File: src/rtl/pipe_pkg.sv
// Shared types and constants for the instruction fetch path.
package pipe_pkg;

   typedef enum logic [1:0] {
      IDLE    = 2'd0,
      FETCH   = 2'd1,
      HOLD    = 2'd2,
      DISCARD = 2'd3
   } fetch_state_e;

   localparam logic [31:0] NOP_INSTR    = 32'h0000_0013;
   localparam int          INSTR_BYTES  = 4;
   localparam logic [31:0] DEF_RESET_PC = 32'h0000_0000;

endpackage

File: src/rtl/imem_fetch_ctrl_if.sv
// Request/ready bus between the fetch sequencer and instruction memory.
interface imem_fetch_ctrl_if #(
   parameter int AW = 32
) ();
   logic          mem_req;
   logic [AW-1:0] mem_addr;
   logic          mem_ready;
   logic [31:0]   mem_rdata;

   modport master (output mem_req, output mem_addr, input mem_ready, input mem_rdata);
   modport slave  (input mem_req, input mem_addr, output mem_ready, output mem_rdata);
endinterface

File: src/rtl/fetch_fifo.sv
// Small synchronous FIFO of {pc, instr}; push and pop may coincide even when full.
module fetch_fifo
   import pipe_pkg::*;
#(
   parameter int DEPTH = 2,
   parameter int AW    = 32,
   parameter int CW    = $clog2(DEPTH) + 1
) (
   input  logic          clk,
   input  logic          reset,
   input  logic          flush,
   input  logic          push,
   input  logic          pop,
   input  logic [AW-1:0] push_pc,
   input  logic [31:0]   push_instr,
   output logic [AW-1:0] head_pc,
   output logic [31:0]   head_instr,
   output logic [CW-1:0] count,
   output logic          empty
);
   localparam int PW = $clog2(DEPTH);

   logic [AW-1:0] pc_mem  [DEPTH];
   logic [31:0]   ins_mem [DEPTH];
   logic [PW-1:0] rd_ptr, wr_ptr;
   logic [AW-1:0] last_pc;
   logic [31:0]   last_instr;
   logic          do_push, do_pop;

   assign empty   = (count == '0);
   assign do_pop  = pop && !empty;
   assign do_push = push && ((count < CW'(DEPTH)) || do_pop);

   // An empty buffer keeps presenting the last head so the outputs never go X.
   assign head_pc    = empty ? last_pc    : pc_mem[rd_ptr];
   assign head_instr = empty ? last_instr : ins_mem[rd_ptr];

   always_ff @(posedge clk) begin
      if (do_push && !flush && !reset) begin
         pc_mem[wr_ptr]  <= push_pc;
         ins_mem[wr_ptr] <= push_instr;
      end
   end

   always_ff @(posedge clk) begin
      if (reset) begin
         rd_ptr     <= '0;
         wr_ptr     <= '0;
         count      <= '0;
         last_pc    <= '0;
         last_instr <= NOP_INSTR;
      end else if (flush) begin
         rd_ptr <= '0;
         wr_ptr <= '0;
         count  <= '0;
         if (!empty) begin
            last_pc    <= head_pc;
            last_instr <= head_instr;
         end
      end else begin
         if (do_push) wr_ptr <= wr_ptr + PW'(1);
         if (do_pop) begin
            rd_ptr     <= rd_ptr + PW'(1);
            last_pc    <= head_pc;
            last_instr <= head_instr;
         end
         case ({do_push, do_pop})
            2'b10:   count <= count + CW'(1);
            2'b01:   count <= count - CW'(1);
            default: count <= count;
         endcase
      end
   end
endmodule

File: src/rtl/imem_fetch_ctrl.sv
// Fetch sequencer: word-aligned requests to instruction memory, buffered delivery to IF/ID.
//
// state   | meaning
// IDLE    | one cycle after reset before the first request
// FETCH   | request outstanding at fetch_pc
// HOLD    | buffer full, no request
// DISCARD | redirect arrived mid-request; finish it, drop data, then go to target
module imem_fetch_ctrl
   import pipe_pkg::*;
#(
   parameter int          AW       = 32,
   parameter logic [AW-1:0] RESET_PC = AW'(DEF_RESET_PC),
   parameter int          DEPTH    = 2
) (
   input  logic                clk,
   input  logic                reset,
   input  logic                stall,
   input  logic                redirect_valid,
   input  logic [AW-1:0]       redirect_pc,
   imem_fetch_ctrl_if.master   mem,
   output logic                if_valid,
   output logic [AW-1:0]       if_pc,
   output logic [31:0]         if_instr,
   output logic [31:0]         fetch_count
);
   localparam int CW = $clog2(DEPTH) + 1;

   fetch_state_e  state_q, state_d;
   logic [AW-1:0] fetch_pc_q, fetch_pc_d;
   logic [AW-1:0] tgt_q, tgt_d;
   logic [AW-1:0] tgt_aligned;
   logic [CW-1:0] count;
   logic          empty, push, pop;

   assign tgt_aligned  = redirect_pc & ~AW'(3);
   assign if_valid     = !empty;
   // A redirect in the same cycle suppresses delivery of the old stream.
   assign pop          = if_valid && !stall && !redirect_valid;
   assign mem.mem_req  = (state_q == FETCH) || (state_q == DISCARD);
   assign mem.mem_addr = fetch_pc_q;

   fetch_fifo #(.DEPTH(DEPTH), .AW(AW), .CW(CW)) u_fifo (
      .clk        (clk),
      .reset      (reset),
      .flush      (redirect_valid),
      .push       (push),
      .pop        (pop),
      .push_pc    (fetch_pc_q),
      .push_instr (mem.mem_rdata),
      .head_pc    (if_pc),
      .head_instr (if_instr),
      .count      (count),
      .empty      (empty)
   );

   always_comb begin
      state_d    = state_q;
      fetch_pc_d = fetch_pc_q;
      tgt_d      = tgt_q;
      push       = 1'b0;
      case (state_q)
         IDLE: begin
            state_d = FETCH;
            if (redirect_valid) fetch_pc_d = tgt_aligned;
         end
         FETCH: begin
            if (redirect_valid) begin
               if (mem.mem_ready) begin
                  fetch_pc_d = tgt_aligned;
               end else begin
                  tgt_d   = tgt_aligned;
                  state_d = DISCARD;
               end
            end else if (mem.mem_ready) begin
               push       = 1'b1;
               fetch_pc_d = fetch_pc_q + AW'(INSTR_BYTES);
               if ((count == CW'(DEPTH - 1)) && !pop) state_d = HOLD;
            end
         end
         HOLD: begin
            if (redirect_valid) begin
               fetch_pc_d = tgt_aligned;
               state_d    = FETCH;
            end else if (pop) begin
               state_d = FETCH;
            end
         end
         DISCARD: begin
            if (redirect_valid) begin
               tgt_d = tgt_aligned;
            end else if (mem.mem_ready) begin
               fetch_pc_d = tgt_q;
               state_d    = FETCH;
            end
         end
         default: state_d = IDLE;
      endcase
   end

   always_ff @(posedge clk) begin
      if (reset) begin
         state_q     <= IDLE;
         fetch_pc_q  <= RESET_PC;
         tgt_q       <= RESET_PC;
         fetch_count <= '0;
      end else begin
         state_q    <= state_d;
         fetch_pc_q <= fetch_pc_d;
         tgt_q      <= tgt_d;
         if (pop) fetch_count <= fetch_count + 32'd1;
      end
   end
endmodule
File: src/flat_wrapper.sv
// flat-port wrapper written by rule: the top's interface ports become plain ports
module imem_fetch_ctrl_flat import pipe_pkg::*;
#(
   parameter int          AW       = 32,
   parameter logic [AW-1:0] RESET_PC = AW'(DEF_RESET_PC),
   parameter int          DEPTH    = 2
)
  (clk, reset, stall, redirect_valid, redirect_pc, if_valid, if_pc, if_instr, fetch_count, mem_mem_req, mem_mem_addr, mem_mem_ready, mem_mem_rdata);
  imem_fetch_ctrl_if #(.AW(AW)) mem_i ();
  input  logic clk;
  input  logic reset;
  input  logic stall;
  input  logic redirect_valid;
  input  logic [AW-1:0] redirect_pc;
  output logic if_valid;
  output logic [AW-1:0] if_pc;
  output logic [31:0] if_instr;
  output logic [31:0] fetch_count;
  output wire logic [$bits(mem_i.mem_req)-1:0] mem_mem_req;
  output wire logic [$bits(mem_i.mem_addr)-1:0] mem_mem_addr;
  input wire logic [$bits(mem_i.mem_ready)-1:0] mem_mem_ready;
  input wire logic [$bits(mem_i.mem_rdata)-1:0] mem_mem_rdata;
  assign mem_mem_req = mem_i.mem_req;
  assign mem_mem_addr = mem_i.mem_addr;
  assign mem_i.mem_ready = mem_mem_ready;
  assign mem_i.mem_rdata = mem_mem_rdata;
  imem_fetch_ctrl #(.AW(AW), .RESET_PC(RESET_PC), .DEPTH(DEPTH)) u_core (.clk(clk), .reset(reset), .stall(stall), .redirect_valid(redirect_valid), .redirect_pc(redirect_pc), .mem(mem_i), .if_valid(if_valid), .if_pc(if_pc), .if_instr(if_instr), .fetch_count(fetch_count));
endmodule
File: config.mk
export PLATFORM = sky130hd
export DESIGN_NAME = imem_fetch_ctrl_flat
export DESIGN_NICKNAME = d
export VERILOG_FILES = /design/src/rtl/pipe_pkg.sv /design/src/rtl/imem_fetch_ctrl_if.sv /design/src/rtl/fetch_fifo.sv /design/src/rtl/imem_fetch_ctrl.sv /design/src/flat_wrapper.sv
export SDC_FILE = /design/constraint.sdc
export NUM_CORES = 1
export LEC_CHECK = 0
export CORE_UTILIZATION = 58
export DETAILED_ROUTE_END_ITERATION = 8
export GPL_TIMING_DRIVEN = 0
export PLACE_DENSITY = 0.81
export SETUP_SLACK_MARGIN = 0.02
export SYNTH_ARGS = -nofsm -noshare
export SYNTH_HDL_FRONTEND = slang
export SYNTH_SLANG_ARGS = --single-unit
File: constraint.sdc
create_clock -name clk -period 10.8 [get_ports clk]
set_input_delay 1.08 -clock clk [delete_from_list [all_inputs] [get_ports clk]]
set_output_delay 1.08 -clock clk [all_outputs]
set_load 0.01 [all_outputs]
Word-level counts from Yosys, hierarchy flattened
Memory sizes are Yosys's and may differ from the RTL's. A register that Yosys moved wholly into a read port is not among the register bits. Cells that the tools add are included.

Bits in registers: 166. Latch bits: 0. Memory bits (writable): 128. ROM bits: 0. Bits of input ports: 69. Output and inout port bits: 130. Word-level logic and storage cells: 98. Memories: 2.

$add $sub $neg: 6. Multiply operators: 0. Div/mod/pow operators: 0. Magnitude comparators: 1. Equal/unequal tests: 18. Shifts and indexed selects: 0. Mux-type cells: 37. Bitwise logic cells: 0. Reduce and logical (&&, ||, !) cells: 25.

Memories: u_core.u_fifo.ins_mem (words 2, width 32, read ports 1, clocked after memory_dff 1, wr ports 1, line fetch_fifo.sv:24) `logic [31:0] ins_mem [DEPTH];`; u_core.u_fifo.pc_mem (words 2, width 32, read ports 1, clocked after memory_dff 1, wr ports 1, line fetch_fifo.sv:23) `logic [AW-1:0] pc_mem [DEPTH];`.

Operator list (number): $mux 32 (16); $pmux 32 s3 (1); $pmux 32 s2 (1); $add 32x1->32 const B (1); $add 32x3->32 const B (1); $mux 2 (8); $ne 2x2->1 const B (7); $mux 1 (9); $ne 3x3->1 const B (3); $pmux 2 s4 (1); $reduce_and 4->1 (2); $logic_and 1x1->1 (7); $eq 2x1->1 const B (3); $eq 2x2->1 const B (3); $reduce_and 6->1 (1); $reduce_bool 2->1 (3); $logic_not 1->1 (5); $logic_not 2->1 (2); $pmux 2 s2 (1); $reduce_or 2->1 (2); $ne 3x2->1 const B (1); $add 1x1->1 const B (2); $add 2x1->2 const B (1); $logic_or 1x1->1 (2); other kinds (4) (4).

Longest topological paths before layout
Depth after elaboration: 11. Gate-level depth with buffers: 9. Mapped depth without buffers: 8.

Cells and area by module
From an unflattened synthesis, not the netlist that was laid out.

Cells, all modules: 1218. Area total of the unflattened synthesis: 12615.8 um^2.

By module, submodules not included: fetch_fifo (times used 1, cells each 586, area each 7663.6 um^2, seq. area each 5225.0 um^2); imem_fetch_ctrl (times used 1, cells each 632, area each 4952.2 um^2, seq. area each 1881.8 um^2).

Least setup slack after synthesis
No wires, ideal clock.

Path kind: input to register. Start point: input stall. End point: memory u_core.u_fifo.ins_mem[1][0], enable pin. Data arrival time: 6.264 ns. Data required time: 10.229 ns. Slack: 3.965 ns. Cell stages on the path: 3. Cell sequence: nor2_1 -> o2111ai_1 -> nor3b_1.

Cells in the longest elaborated chain, start to end: 10.

RTL lines: start: declaration (line flat_wrapper.sv:12) `input logic stall;`; $logic_not 1->1 (line imem_fetch_ctrl.sv:38) `assign pop = if_valid && !stall && !redirect_valid;`; $logic_and 1x1->1 (2 in a row) (line imem_fetch_ctrl.sv:38); $logic_and 1x1->1 (line fetch_fifo.sv:31) `assign do_pop = pop && !empty;`; $logic_or 1x1->1 (line fetch_fifo.sv:32) `assign do_push = push && ((count < CW'(DEPTH)) || do_pop);`; $logic_and 1x1->1 (line fetch_fifo.sv:32); $logic_and 1x1->1 (2 in a row) (line fetch_fifo.sv:39) `if (do_push && !flush && !reset) begin`; $mux 1 (line fetch_fifo.sv:39); $mux 1 (not written as such) (line fetch_fifo.sv:41) `ins_mem[wr_ptr] <= push_instr;`; end: declaration (line fetch_fifo.sv:24).

Every way passes these cells.

==> tab_implementation.tex <==
\begin{tabular}{lr}
\hline
Metric & Value \\
\hline
\multicolumn{2}{l}{\textbf{Timing}} \\
Fmax & 245 MHz \\
Rel. slew slack & 0.314 \\
Final setup viols & 0 \\
Max Transition Viols Final & 0 \\
Final hold viol count & 0 \\
Portion of the clock cycle consumed by the worst path in the final layout & 0.377 \\
Post-Route Setup TNS & 0 ns \\
Minimum clock period after layout & 4.07 ns \\
RSZ-0062 raised after global routing & false \\
Slew of the pin with the lowest slew margin & 1.02 ns \\
Setup skew after layout & 0.0214 ns \\
Final worst slack & 6.73 ns \\
\multicolumn{2}{l}{\textbf{GRT}} \\
Largest net degree at the start of global routing & 15 \\
Wire length of the first global-routing pass & 50600 um \\
Total gr overflow & 0 \\
Initial antenna violation count & 0 \\
Vias in the first global route & 9568 \\
Overall track demand over capacity in global routing & 0.290 \\
\multicolumn{2}{l}{\textbf{Critical path}} \\
Type of destination of the critical path & primary output \\
Destination of the worst register-to-register timing path & u\_core.u\_fifo.pc\_mem[1][13] \\
Startpoint kind of the worst setup timing path & flop \\
Critical path class & flop to primary output \\
CP required & 9.72 ns \\
Worst-path maximum fanout & 10 \\
R2R cell count & 9 \\
FF-to-FF setup slack & 7.45 ns \\
Worst EP arrival & 2.99 ns \\
Delay of the slowest cell on the worst path & 0.55 ns \\
Cell Chain, Critical Path & clkbuf\_1, clkbuf\_1, mux2\_2, mux2\_2, clkdlybuf4s50\_1 \\
Slowest cell on crit path & sky130\_fd\_sc\_hd\_\_clkbuf\_1 \\
Startpoint of the worst-slack reg-to-reg timing path & u\_core.u\_fifo.count[0] \\
\multicolumn{2}{l}{\textbf{Clock network}} \\
CTS Buf Count & 29 \\
Setup repair bufs after CTS & 0 \\
Clock Latency Late Sink & 0.55 ns \\
Clock transition at the registers of the reported paths & 0.06 ns \\
Post\_cts resized & 0 \\
CTS H-Tree Depth & 1 \\
TritonCTS clock tree & yes \\
Maximum number of buffers from clock root to sink & 3 \\
Clock sink count & 287 \\
Number of hold buffers added after CTS & 0 \\
Clock root buffer & sky130\_fd\_sc\_hd\_\_clkbuf\_16 \\
\multicolumn{2}{l}{\textbf{Synth}} \\
Summed instance area of the synthesized netlist & 12700 sq um \\
FFs w/ async S/R, synth & 0 \\
Top cells by area, synth & sky130\_fd\_sc\_hd\_\_edfxtp\_1, sky130\_fd\_sc\_hd\_\_dfxtp\_1, sky130\_fd\_sc\_hd\_\_mux2\_2 \\
Syn. warnings & 0 \\
Synthesized area per cell & 10.9 sq um \\
Number of different library cells in the post-synthesis netlist & 61 \\
Synthesized instance count & 1163 \\
Post-synthesis cell type with the largest combined area & sky130\_fd\_sc\_hd\_\_edfxtp\_1 \\
Count of flip-flops with a built-in enable after synthesis & 124 \\
Yosys top cell area share & 0.293 \\
Top flip-flop cell by instance count after synthesis & sky130\_fd\_sc\_hd\_\_dfxtp\_1 \\
Synthesized flop and latch total & 287 \\
Sequential share of the synthesized area & 0.550 \\
\multicolumn{2}{l}{\textbf{Drt}} \\
Total Wirelength & 32600 um \\
Initial detailed-routing violation count & 718 \\
Via density per instance & 5.83 \\
Number of antenna-violating nets in the routed design & 0 \\
Post-DR wirelength/cell & 19.2 um \\
Vias after detailed routing & 9893 \\
Drt pass-1 iters & 5 \\
Number of DRC violations after detailed routing & 0 \\
\multicolumn{2}{l}{\textbf{Floorplan}} \\
Die Footprint & 22500 sq um \\
Number of top-level pins & 199 \\
Cell Rows & 53 \\
Core Footprint & 21200 sq um \\
Die Span X & 150 um \\
Starting density of the core & 0.598 \\
Die height & 150 um \\
\multicolumn{2}{l}{\textbf{Final layout}} \\
Area delta synth->final & 26.2\% \\
Post-Layout Cell Count & 1698 \\
Filler Cell Count & 1502 \\
Layout cells sized above 1 & 0.137 \\
Ant. Diodes & 0 \\
Final-stage net count & 1475 \\
\multicolumn{2}{l}{\textbf{Power and ir drop}} \\
P\_leak & 5.53 nW \\
Total power divided by cell area & 150 nW/um\^{}2 \\
Tot Pwr & 2.40 mW \\
Maximum VDD drop & 0.104 mV \\
\multicolumn{2}{l}{\textbf{Min path}} \\
Hold-critical path endpoint & u\_core.tgt\_q[9] \\
Hold/Removal Path Class & flop to flop \\
Depth of the worst hold-timing path & 2 \\
Worst Hold Launch & u\_core.tgt\_q[9] \\
\multicolumn{2}{l}{\textbf{Place}} \\
Number of buffers added on ports & 194 \\
Placement-stage worst setup slack & 6.68 ns \\
Final HPWL from detailed placement & 23500 um \\
Cell count after placement & 1645 \\
RD Place Congestion & 0.931 \\
\multicolumn{2}{l}{\textbf{Status}} \\
Outcome & finished clean \\
\multicolumn{2}{l}{\textbf{Flow run}} \\
Count of max-cap constraint violations & 0 \\
\hline
\end{tabular}
-- how the worst max path moves through the flow --
stage | startpoint | end | slack, ns | cells after the start
2_1_floorplan | stall | u_core.u_fifo.ins_mem[1][0] | 3.97 | 3
3_3_place_gp | stall | u_core.u_fifo.pc_mem[1][19] | 0.32 | 4
3_5_place_dp | stall | u_core.u_fifo.ins_mem[1][17] | 6.68 | 7
4_1_cts | flop | if_pc[31] | 6.69 | 5
5_1_grt | flop | if_instr[5] | 6.59 | 5
6_report | flop | if_pc[31] | 6.73 | 5
-- layout make-up --
cell class | instances | area [sq um] | share of cell area
Clock inverter | 18 | 134 | 0.00836
Sequential cell | 287 | 6990 | 0.436
Clock buffer | 35 | 748 | 0.0467
Multi-Input combinational cell | 787 | 5360 | 0.335
Timing Repair Buffer | 206 | 2080 | 0.130
Inverter | 18 | 67.6 | 0.00422
Tap cell | 275 | 344 | 0.0215
Buffer | 72 | 294 | 0.0184
-- critical path: cells and delay by family, from the launching register on --
family / cells / cell delay [ns]
buf+inv: 3 / 1.45
mux: 2 / 0.69
flops: 1 / 0.31
-- layout by cell type, fill, tap and decap left out, types with 7 or more instances in the layout --
cell type	netlist	routed
sky130_fd_sc_hd__o21ai_0	27	27
sky130_fd_sc_hd__clkinv_1	0	8
sky130_fd_sc_hd__a311oi_1	8	8
sky130_fd_sc_hd__inv_1	17	17
sky130_fd_sc_hd__edfxtp_1	124	124
sky130_fd_sc_hd__nor2_1	138	138
sky130_fd_sc_hd__a21oi_1	71	71
sky130_fd_sc_hd__buf_6	1	10
sky130_fd_sc_hd__clkbuf_16	0	29
sky130_fd_sc_hd__clkdlybuf4s50_1	0	194
sky130_fd_sc_hd__dfxtp_1	163	163
sky130_fd_sc_hd__mux2i_1	65	65
sky130_fd_sc_hd__a211oi_1	8	8
sky130_fd_sc_hd__mux2_2	125	125
sky130_fd_sc_hd__clkbuf_1	46	52
sky130_fd_sc_hd__xor2_1	35	35
sky130_fd_sc_hd__and2_1	11	11
sky130_fd_sc_hd__nand2b_1	8	8
sky130_fd_sc_hd__xnor2_1	12	12
sky130_fd_sc_hd__nor3_1	11	10
sky130_fd_sc_hd__o221ai_1	10	10
sky130_fd_sc_hd__nor4_1	8	8
sky130_fd_sc_hd__buf_1	16	16
sky130_fd_sc_hd__nand2_1	106	106
sky130_fd_sc_hd__nand3_1	23	23
sky130_fd_sc_hd__o22ai_1	8	8
sky130_fd_sc_hd__nand4_1	28	28
sky130_fd_sc_hd__nor2b_1	10	10
sky130_fd_sc_hd__clkinv_2	0	7
-- synth_stat cells, types with 5 or more instances --
library cell and count:
sky130_fd_sc_hd__and4_1 6, sky130_fd_sc_hd__o22ai_1 8, sky130_fd_sc_hd__nand2_1 106, sky130_fd_sc_hd__mux2i_1 65, sky130_fd_sc_hd__xor2_1 35, sky130_fd_sc_hd__buf_2 6, sky130_fd_sc_hd__and3_1 6, sky130_fd_sc_hd__nand3_1 23
sky130_fd_sc_hd__or4_1 5, sky130_fd_sc_hd__a21oi_1 71, sky130_fd_sc_hd__nand4_1 28, sky130_fd_sc_hd__ha_1 5, sky130_fd_sc_hd__nor2_1 138, sky130_fd_sc_hd__xnor2_1 12, sky130_fd_sc_hd__nor2b_1 10, sky130_fd_sc_hd__o21ai_0 27
sky130_fd_sc_hd__mux2_2 125, sky130_fd_sc_hd__nor4_1 8, sky130_fd_sc_hd__o221ai_1 10, sky130_fd_sc_hd__buf_1 16, sky130_fd_sc_hd__a211oi_1 8, sky130_fd_sc_hd__edfxtp_1 124, sky130_fd_sc_hd__nand2b_1 8, sky130_fd_sc_hd__and2_1 11
sky130_fd_sc_hd__a311oi_1 8, sky130_fd_sc_hd__nor3_1 11, sky130_fd_sc_hd__inv_1 17, sky130_fd_sc_hd__clkbuf_1 46, sky130_fd_sc_hd__dfxtp_1 163
-- state kept, by name, summed over array words and instances, names as in the netlist, named ones only --
signal / flops
u_core.u_fifo.ins_mem: 64
u_core.u_fifo.pc_mem: 60
u_core.fetch_count: 32
u_core.u_fifo.last_instr: 32
u_core.u_fifo.last_pc: 32
u_core.mem.mem_addr: 30
u_core.tgt_q: 30
u_core.state_q: 2
u_core.u_fifo.count: 2
u_core.u_fifo.rd_ptr: 1
u_core.u_fifo.wr_ptr: 1
-- report_power, final --
part / internal, mW / leakage [nW] / switching [mW]
Clock: 0.538 / 0.437 / 0.409
Combinational: 0.124 / 2.63 / 0.130
Sequential: 1.16 / 2.46 / 0.0328
-- per-layer routing --
metal  global-route usage  part of all wire  routed length (um)  up-vias
met1                0.394              0.44               14300     4795
met3               0.0473             0.070                2280       54
met2                0.477              0.47               15300      373
met5                    0                 0                   0        -
li1                     -                 -                   -     4671
met4               0.0808             0.022                 704        0
-- per-stage QoR --
stage / instance area, sq um / hold WS (ns) / utilization
after floorplan: 12700 / 0.436 / -
after global placement: 15000 / 0.443 / 0.706
final: 16000 / 0.460 / 0.755
after global routing: 16000 / 0.476 / 0.755
after CTS: 16000 / 0.458 / 0.755
after detailed placement: 15100 / 0.450 / 0.713
-- logic make-up after synthesis --
logic type | count (synthesis) | synth area share
AOI/OAI and AO/OA | 166 | 0.0812
xor gates and xnor gates | 47 | 0.0324
buffers and inverters | 90 | 0.0285
other | 1 | 0.000295
adders and majority gates | 5 | 0.00493
DFF | 287 | 0.550
and+or+nand+nor | 377 | 0.140
muxes | 190 | 0.162
(Power assumes the default switching activity.)
